**config.mk**
```make
export PLATFORM = sky130hd
export DESIGN_NAME = demux_stream_1xn
export DESIGN_NICKNAME = d
export VERILOG_FILES = /design/src/rtl/demux_pkg.sv /design/src/rtl/demux_chan_slot.sv /design/src/rtl/demux_stream_1xn.sv
export SDC_FILE = /design/constraint.sdc
export NUM_CORES = 1
export LEC_CHECK = 0
export BUFFER_PORTS_ARGS = -buffer_cell sky130_fd_sc_hd__buf_2
export CORE_UTILIZATION = 50
export CTS_CLUSTER_DIAMETER = 60
export DETAILED_ROUTE_END_ITERATION = 10
export GPL_TIMING_DRIVEN = 0
export PLACE_DENSITY = 0.89
export SLEW_MARGIN = 0
export SYNTH_ARGS = -nofsm -noshare
export SYNTH_HDL_FRONTEND = slang
export SYNTH_HIERARCHICAL = 1
export SYNTH_SLANG_ARGS = --single-unit
```
**constraint.sdc**
```tcl
create_clock -name clk -period 2.95 [get_ports clk]
set_clock_uncertainty 0.2 [all_clocks]
set_input_delay 0.1475 -clock clk [delete_from_list [all_inputs] [get_ports clk]]
set_output_delay 0.1475 -clock clk [all_outputs]
set_load 0.02 [all_outputs]
```
**src/rtl/demux_pkg.sv**
```systemverilog
// Shared types and helpers for the 1-to-NUM_CH stream demultiplexer.
package demux_pkg;

    localparam int unsigned MAX_CH = 64;

    typedef enum logic [0:0] {
        SLOT_EMPTY = 1'b0,
        SLOT_FULL  = 1'b1
    } slot_state_t;

    // Select width that never collapses to zero bits.
    function automatic int unsigned clog2_min1(input int unsigned n);
        return (n <= 1) ? 1 : $clog2(n);
    endfunction

endpackage

```
**src/rtl/demux_chan_slot.sv**
```systemverilog
// One-entry output register slice for a single demux channel.
// Holds one beat; can drain and reload in the same cycle for full throughput.
module demux_chan_slot
    import demux_pkg::*;
#(
    parameter int unsigned DATA_W = 8
) (
    input  logic              clk,
    input  logic              rst_n,
    input  logic              i_load,
    input  logic              i_ready,
    input  logic [DATA_W-1:0] i_data,
    output logic              o_valid,
    output logic [DATA_W-1:0] o_data,
    output logic              o_free_c
);

    slot_state_t       r_state;
    slot_state_t       w_state_nxt;
    logic [DATA_W-1:0] r_data;
    logic              w_drain;

    assign o_valid  = (r_state == SLOT_FULL);
    assign o_data   = r_data;
    assign w_drain  = o_valid & i_ready;
    assign o_free_c = ~o_valid | i_ready;

    always_ff @(posedge clk or negedge rst_n) begin
        if (!rst_n) begin
            r_state <= SLOT_EMPTY;
        end else begin
            r_state <= w_state_nxt;
        end
    end

    always_comb begin
        w_state_nxt = r_state;
        case (r_state)
            SLOT_EMPTY: if (i_load)              w_state_nxt = SLOT_FULL;
            SLOT_FULL:  if (w_drain && !i_load)  w_state_nxt = SLOT_EMPTY;
        endcase
    end

    // Payload only moves on load, so it stays stable while the consumer stalls.
    always_ff @(posedge clk or negedge rst_n) begin
        if (!rst_n) begin
            r_data <= '0;
        end else if (i_load) begin
            r_data <= i_data;
        end
    end

endmodule

```
**src/rtl/demux_stream_1xn.sv**
```systemverilog
// Registered 1-to-NUM_CH stream demux with per-channel valid/ready slots.
// Optional statistics counters (beat_cnt, drop_cnt) under `DEMUX_STATS_EN.
module demux_stream_1xn
    import demux_pkg::*;
#(
    parameter int unsigned  DATA_W = 8,
    parameter int unsigned  NUM_CH = 8,
`ifdef DEMUX_STATS_EN
    parameter int unsigned  CNT_W  = 16,
`endif
    localparam int unsigned SEL_W  = clog2_min1(NUM_CH)
) (
    input  logic                     clk,
    input  logic                     rst_n,
    input  logic                     enable,
    input  logic                     in_valid,
    output logic                     in_ready,
    input  logic [DATA_W-1:0]        in_data,
    input  logic [SEL_W-1:0]         in_sel,
    output logic [NUM_CH-1:0]        out_valid,
    input  logic [NUM_CH-1:0]        out_ready,
    output logic [NUM_CH*DATA_W-1:0] out_data,
    output logic                     drop_pulse
`ifdef DEMUX_STATS_EN
    ,
    output logic [NUM_CH*CNT_W-1:0]  beat_cnt,
    output logic [CNT_W-1:0]         drop_cnt
`endif
);

    localparam int unsigned SEL_SPAN = 1 << SEL_W;

    if (NUM_CH < 2 || NUM_CH > MAX_CH || DATA_W < 1) begin : g_bad_cfg
        $error("demux_stream_1xn: unsupported NUM_CH or DATA_W");
    end

    logic [NUM_CH-1:0]   w_slot_free;
    logic [SEL_SPAN-1:0] w_free_pad;
    logic [NUM_CH-1:0]   w_load;
    logic                w_sel_ok;
    logic                w_accept;
    logic                w_drop;
    logic                r_drop_pulse;

    // Out-of-range selects are always accepted so a bad beat never wedges the producer.
    assign w_sel_ok   = (32'(in_sel) < NUM_CH);
    assign w_free_pad = SEL_SPAN'(w_slot_free);
    assign in_ready   = rst_n & enable & (~w_sel_ok | w_free_pad[in_sel]);
    assign w_accept   = in_valid & in_ready;
    assign w_drop     = w_accept & ~w_sel_ok;
    assign drop_pulse = r_drop_pulse;

    for (genvar c = 0; c < NUM_CH; c++) begin : g_slot
        assign w_load[c] = w_accept & w_sel_ok & (in_sel == SEL_W'(c));

        demux_chan_slot #(
            .DATA_W (DATA_W)
        ) u_slot (
            .clk      (clk),
            .rst_n    (rst_n),
            .i_load   (w_load[c]),
            .i_ready  (out_ready[c]),
            .i_data   (in_data),
            .o_valid  (out_valid[c]),
            .o_data   (out_data[c*DATA_W +: DATA_W]),
            .o_free_c (w_slot_free[c])
        );
    end

    always_ff @(posedge clk or negedge rst_n) begin
        if (!rst_n) begin
            r_drop_pulse <= 1'b0;
        end else begin
            r_drop_pulse <= w_drop;
        end
    end

`ifdef DEMUX_STATS_EN
    logic [CNT_W-1:0] r_drop_cnt;

    // Saturating per-channel handshake counters.
    for (genvar c = 0; c < NUM_CH; c++) begin : g_stat
        logic [CNT_W-1:0] r_beat_cnt;

        always_ff @(posedge clk or negedge rst_n) begin
            if (!rst_n) begin
                r_beat_cnt <= '0;
            end else if (out_valid[c] && out_ready[c] && (r_beat_cnt != '1)) begin
                r_beat_cnt <= r_beat_cnt + CNT_W'(1);
            end
        end

        assign beat_cnt[c*CNT_W +: CNT_W] = r_beat_cnt;
    end

    always_ff @(posedge clk or negedge rst_n) begin
        if (!rst_n) begin
            r_drop_cnt <= '0;
        end else if (w_drop && (r_drop_cnt != '1)) begin
            r_drop_cnt <= r_drop_cnt + CNT_W'(1);
        end
    end

    assign drop_cnt = r_drop_cnt;
`endif

endmodule

```
== After elaboration in Yosys (flattened, before gate mapping) ==
Cells that the tools add are included.

* Magnitude comparators: 1
* Equality and inequality tests: 7
* Multiplexer cells: 26
* Bitwise operators: 35
* Reductions and logical operators: 17

{| class="wikitable"
|+ Operator list
! cell !! number
|-
| 1-bit bitwise AND || 19
|-
| 1-bit 2-to-1 mux || 17
|-
| 1-bit one-hot mux with 2 select lines || 8
|-
| 3-bit == test, second input constant || 4
|-
| 1-bit logical AND || 8
|-
| 1-bit zero test || 8
|-
| 1-bit NOT || 8
|-
| 1-bit bitwise OR || 8
|-
| 3-bit by 2-bit == test with 1-bit output, second input constant || 2
|-
| 3-bit by 4-bit less-than comparator with 1-bit output, second input constant || 1
|-
| 1-bit binary-select mux with 3-bit select || 1
|-
| 3-bit by 1-bit == test with 1-bit output, second input constant || 1
|-
| 3-bit zero test || 1
|}

* Register bits: 72
* Output and inout port bits: 74

== Logic depth before layout (Yosys ltp) ==
* Word-level depth: 11
* Mapped depth: 6
* Gate-level depth less buffers: 5

== By module ==
Netlist, hierarchy kept.

{| class="wikitable"
|+ By module, submodules not included
! module !! times used !! cells an instance !! area an instance (um^2) !! sequential area each (um^2)
|-
| demux_chan_slot || 8 || 20 || 369.1 || 225.2
|-
| demux_stream_1xn || 1 || 29 || 231.5 || 0.0
|}

== Worst setup path before layout ==
Ideal clock, no wire load.

* Path kind: flip-flop to flip-flop
* Start: register g_slot[6].u_slot.r_state
* End: register g_slot[4].u_slot.r_data[0]
* Arrival: 1.764 ns
* Required time: 2.625 ns
* Path slack: 0.861 ns
* Stages on the path, launching flop included: 7
* Path buffers: 1
* Period minus slack after synthesis: 2.089 ns
* Path through: dfrtp_1 nand2b_1 nand3b_4 a21o_1 a2111oi_2 buf_6 mux2_4

* Longest elaborated chain between the ends: 7

{| class="wikitable"
|+ Ends and longest elaborated chain
! what !! line !! RTL
|-
| start: declaration || demux_chan_slot.sv:18 || <nowiki>slot_state_t r_state;</nowiki>
|-
| start signal: assignment || demux_chan_slot.sv:32 || <nowiki>r_state <= w_state_nxt;</nowiki>
|-
| 1-bit NOT || demux_chan_slot.sv:26 || <nowiki>assign o_free_c = ~o_valid | i_ready;</nowiki>
|-
| 1-bit bitwise OR || demux_chan_slot.sv:26 ||
|-
| named net w_free_pad[6] || demux_stream_1xn.sv:38 || <nowiki>logic [SEL_SPAN-1:0] w_free_pad;</nowiki>
|-
| 1-bit binary-select mux with 3-bit select || demux_stream_1xn.sv:48 || <nowiki>assign in_ready = rst_n & enable & (~w_sel_ok | w_free_pad[in_sel]);</nowiki>
|-
| 1-bit 2-to-1 mux (implied by the code) || demux_stream_1xn.sv:48 ||
|-
| 1-bit bitwise AND || demux_stream_1xn.sv:48 ||
|-
| 1-bit bitwise AND || demux_stream_1xn.sv:49 || <nowiki>assign w_accept = in_valid & in_ready;</nowiki>
|-
| 1-bit bitwise AND || demux_stream_1xn.sv:54 || <nowiki>assign w_load[c] = w_accept & w_sel_ok & (in_sel == SEL_W'(c));</nowiki>
|-
| named net w_load[4] || demux_stream_1xn.sv:39 || <nowiki>logic [NUM_CH-1:0] w_load;</nowiki>
|-
| end signal: assignment || demux_chan_slot.sv:49 || <nowiki>r_data <= i_data;</nowiki>
|-
| end: declaration || demux_chan_slot.sv:20 || <nowiki>logic [DATA_W-1:0] r_data;</nowiki>
|}

The timed path passes the listed nets, and every way through them passes these cells. The select of a mux whose other input is x is not followed.
A chain may end at the register's enable or synchronous reset.

== Final worst setup path ==
* Start: input port rst_n
* End: register g_slot[4].u_slot.r_data[4]

* Longest elaborated chain between the ends: 4

{| class="wikitable"
|+ Ends and longest elaborated chain
! what !! line !! RTL
|-
| start: declaration || demux_stream_1xn.sv:14 || <nowiki>input logic rst_n,</nowiki>
|-
| 1-bit bitwise AND (2 in series) || demux_stream_1xn.sv:48 ||
|-
| 1-bit bitwise AND || demux_stream_1xn.sv:49 ||
|-
| 1-bit bitwise AND || demux_stream_1xn.sv:54 ||
|-
| named net w_load[4] || demux_stream_1xn.sv:39 ||
|}

The timed path passes the listed nets, and every way through them passes these cells.

==> impl_metrics.py <==
metrics = {
    "final_layout": {
        "regArea_sq_um": 1800,
        "multi_input_area_sq_um": 1270,
        "diodes": 0,
        "design.final.nets": 333,
        "layout-area-overhead-vs-synth_pct": 28.8,
        "final_layout_size_suffix_gt1_frac": 0.597,
        "layout_cells_excl_fill": 390,
        "nFillCells": 432,
    },
    "yosys": {
        "syn-mean-instance-area_sq_um": 16.8,
        "synth_largest_area_cell": "sky130_fd_sc_hd__dfrtp_1",
        "synthesis.yosys.warnings": 6,
        "yosys.cell_types.count": 23,
        "ys_async_sr_fraction": 1.00,
        "synth_enable_flop_cells": 0,
        "syn-cell-area_sq_um": 3180,
        "flops_latches_synth": 72,
        "synth_sequential_area_ratio": 0.566,
        "synthTopCellsByCount": "sky130_fd_sc_hd__dfrtp_1 (72), sky130_fd_sc_hd__mux2_4 (64), sky130_fd_sc_hd__nand2b_1 (16)",
        "synth_compound_area_frac": 0.0196,
        "synth_ff_type": "sky130_fd_sc_hd__dfrtp_1",
        "synth-adder-area-share": 0,
        "synth.net_count": 212,
        "synthSimpleGateAreaFrac": 0.0648,
        "synth.mux.area_fraction": 0.312,
        "dominant_combinational_cell_family_by_area_after_synthesis": "multiplexers",
        "synth_xor_xnor_area_share": 0,
        "synth_top_cells_by_area": "sky130_fd_sc_hd__dfrtp_1 (57%), sky130_fd_sc_hd__mux2_4 (30%), sky130_fd_sc_hd__buf_6 (3.2%)",
        "post-synth-top-count-cell": "sky130_fd_sc_hd__dfrtp_1",
        "synth_cells": 189,
        "yosys.area.top_type_share": 0.566,
    },
    "timing": {
        "layout_worst_path_cycle_share": 0.926,
        "finalHoldViolations": 0,
        "measured_slew_at_the_worst_slew_check_pin_ns": 0.917,
        "setup_violations": 0,
        "grt_setup_unrepaired": "no",
        "tns_ns": 0,
        "fin_crit_ns": 2.73,
        "maxSlewHeadroom": 0.388,
        "final.setup.worst_slack_ns": 0.218,
        "max_clock_freq_mhz": 366,
        "finalMaxSlewViolations": 0,
    },
    "hold_path": {
        "holdPathEnd": "g_slot[4].u_slot/o_valid",
        "hold_path.class": "in -> reg",
        "hold_path_depth": 4,
        "worstHoldStart": "in_sel[0]",
    },
    "cts": {
        "post_cts_hold_buffer_count": 17,
        "tritoncts": "done",
        "tritoncts.num_buffers": 9,
        "cts.root.buffer_cell": "sky130_fd_sc_hd__clkbuf_8",
        "cts.htree.levels": 3,
        "clock_latency_ns": 0.33,
        "clockBufferDepth": 2,
        "postCtsSetupRepairBufs": 0,
        "cts.sinks": 72,
        "clkSlewWorstSetupHoldPaths_ns": 0.07,
        "post_cts_resized": 0,
    },
    "pwr": {
        "fin_total_pwr_w": 0.00286,
        "power.ir.vdd_worst_v": 0.000384,
        "leakagePower_nw": 2.14,
        "power_density_nw_per_um2": 698,
    },
    "route": {
        "routed_via_density": 4.97,
        "drt_wl_total_mm": 6.53,
        "routed_wire_length_per_instance_microns": 16.7,
        "post-route-drc-count": 0,
        "initialDrtViolationCount": 46,
        "detail_route.first_pass.iterations": 4,
        "route.antenna.remaining_nets": 0,
        "total_vias_in_the_final_route": 1940,
    },
    "place": {
        "portBuffers": 93,
        "dp_hpwl_mm": 4.24,
        "dpl.cell_count": 357,
        "weighted_congestion_reported_at_the_end_of_routability_driven_placement": 0.800,
        "worst_setup_slack_post_dpl_ns": 0.371,
    },
    "global_routing": {
        "globalRouteOverflowTotal": 0,
        "grt_start_max_net_pins": 77,
        "via_count_of_the_first_global_routing_pass": 1974,
        "groute.usage.overall": 0.219,
        "grt_pass1_wl_mm": 10.4,
        "grt_antenna_before_repair": 0,
    },
    "outcome": {
        "status": "completed",
    },
    "setup_path": {
        "timing.critical_path.to_type": "flip-flop",
        "reg2reg_depth": 6,
        "criticalPathCategory": "in -> reg",
        "worstReg2RegStart": "g_slot[6].u_slot/o_valid",
        "worstPathCellList": "dlygate4sd3_1 > buf_4 > and4bb_1 > a2bb2oi_2 > a2111oi_2 > buf_6 > mux2_4",
        "ff_to_ff_end": "g_slot[4].u_slot/o_data[4]",
        "library_cell_contributing_the_largest_single_delay_on_the_critical_path": "sky130_fd_sc_hd__buf_4",
        "cp-start-kind": "input port",
        "timing.reg2reg.setup_slack_ns": 0.85,
        "worst_path_largest_cell_delay_ns": 0.71,
        "critPathRequiredTime_ns": 2.96,
        "cp_data_arrival_time_ns": 2.75,
        "worst-path-max-fanout": 76,
    },
    "run": {
        "max_cap_violations": 0,
    },
    "floorplan": {
        "chipHeight_microns": 81.8,
        "full_die_area_sq_um": 6690,
        "count_of_boundary_i_o_pins": 97,
        "start_util": 0.528,
        "core_area_sq_um": 6030,
        "chipWidth_microns": 81.8,
        "core.rowCount": 28,
    },
}
==> per-stage QoR <==
step	util	area (sq um)	hold WS, ns
floorplan	-	3180	-0.348
global placement	0.621	3740	0.232
detailed placement	0.622	3750	0.134
CTS	0.680	4100	0.101
global route	0.680	4100	0.110
finish	0.680	4100	0.114
==> logic make-up (layout without fill, tap and decap cells) <==
| group | Yosys count | after routing |
|---|---|---|
| and+or+nand+nor | 32 | 32 |
| AOI/OAI and AO/OA | 7 | 7 |
| DFF | 72 | 72 |
| muxes | 66 | 66 |
| other | 1 | 1 |
| buffers and inverters | 11 | 137 |
==> worst max-delay path, delay by kind of cell <==
kind                   cells  cell delay, ns
AOI/OAI and AO/OA          2            0.45
buffers and inverters      3            1.47
muxes                      1            0.31
and+or+nand+nor            1            0.33
==> sequential cells by signal, summed over array words and instances (netlist names) <==
register,flops
g_slot.u_slot/o_valid,8
g_slot.u_slot/o_data,64
==> cell usage in the layout (no fill, tap or decap), types with 2 or more instances in the layout <==
| cell | synthesis | layout |
|---|---|---|
| sky130_fd_sc_hd__buf_6 | 9 | 9 |
| sky130_fd_sc_hd__a211oi_1 | 2 | 2 |
| sky130_fd_sc_hd__nand2_1 | 4 | 4 |
| sky130_fd_sc_hd__mux2_4 | 64 | 64 |
| sky130_fd_sc_hd__a21oi_1 | 2 | 2 |
| sky130_fd_sc_hd__buf_4 | 2 | 3 |
| sky130_fd_sc_hd__nor2_1 | 3 | 3 |
| sky130_fd_sc_hd__clkinv_2 | 0 | 3 |
| sky130_fd_sc_hd__nand2b_1 | 16 | 16 |
| sky130_fd_sc_hd__nand3_1 | 2 | 2 |
| sky130_fd_sc_hd__buf_2 | 0 | 92 |
| sky130_fd_sc_hd__clkbuf_8 | 0 | 12 |
| sky130_fd_sc_hd__dfrtp_1 | 72 | 72 |
| sky130_fd_sc_hd__dlygate4sd3_1 | 0 | 17 |
==> layer usage <==
metal,GRT usage,part of all wire
met4,0.111,0.019
met5,0,0
met3,0.0389,0.036
met2,0.320,0.46
met1,0.311,0.49
==> where the power goes <==
group	switching (W)	internal (W)	total, W
clock network	0.000336	0.000371	0.000706
registers	0.000115	0.00118	0.00130
logic	0.000437	0.000420	0.000857
==> worst max-delay path by stage <==
stage                             start                    endpoint  slack, ns  cells after the start
2_1_floorplan  g_slot[6].u_slot/o_valid  g_slot[4].u_slot/o_data[0]       0.86                      6
3_3_place_gp                      rst_n  g_slot[4].u_slot/o_data[4]      -0.07                      6
3_5_place_dp                      rst_n  g_slot[4].u_slot/o_data[7]       0.37                      6
4_1_cts                           rst_n  g_slot[4].u_slot/o_data[6]       0.18                      7
5_1_grt                           rst_n  g_slot[4].u_slot/o_data[6]      0.007                      7
6_report                          rst_n  g_slot[4].u_slot/o_data[4]       0.22                      7
==> final cells by class <==
cell class | count | share of cell area
Tap cell | 75 | 0.0229
Multi-Input combinational cell | 106 | 0.309
Clock inverter | 3 | 0.00366
Sequential cell | 72 | 0.439
Buffer | 11 | 0.0284
Timing Repair Buffer | 110 | 0.156
Clock buffer | 13 | 0.0412
(Power assumes the default switching activity.)
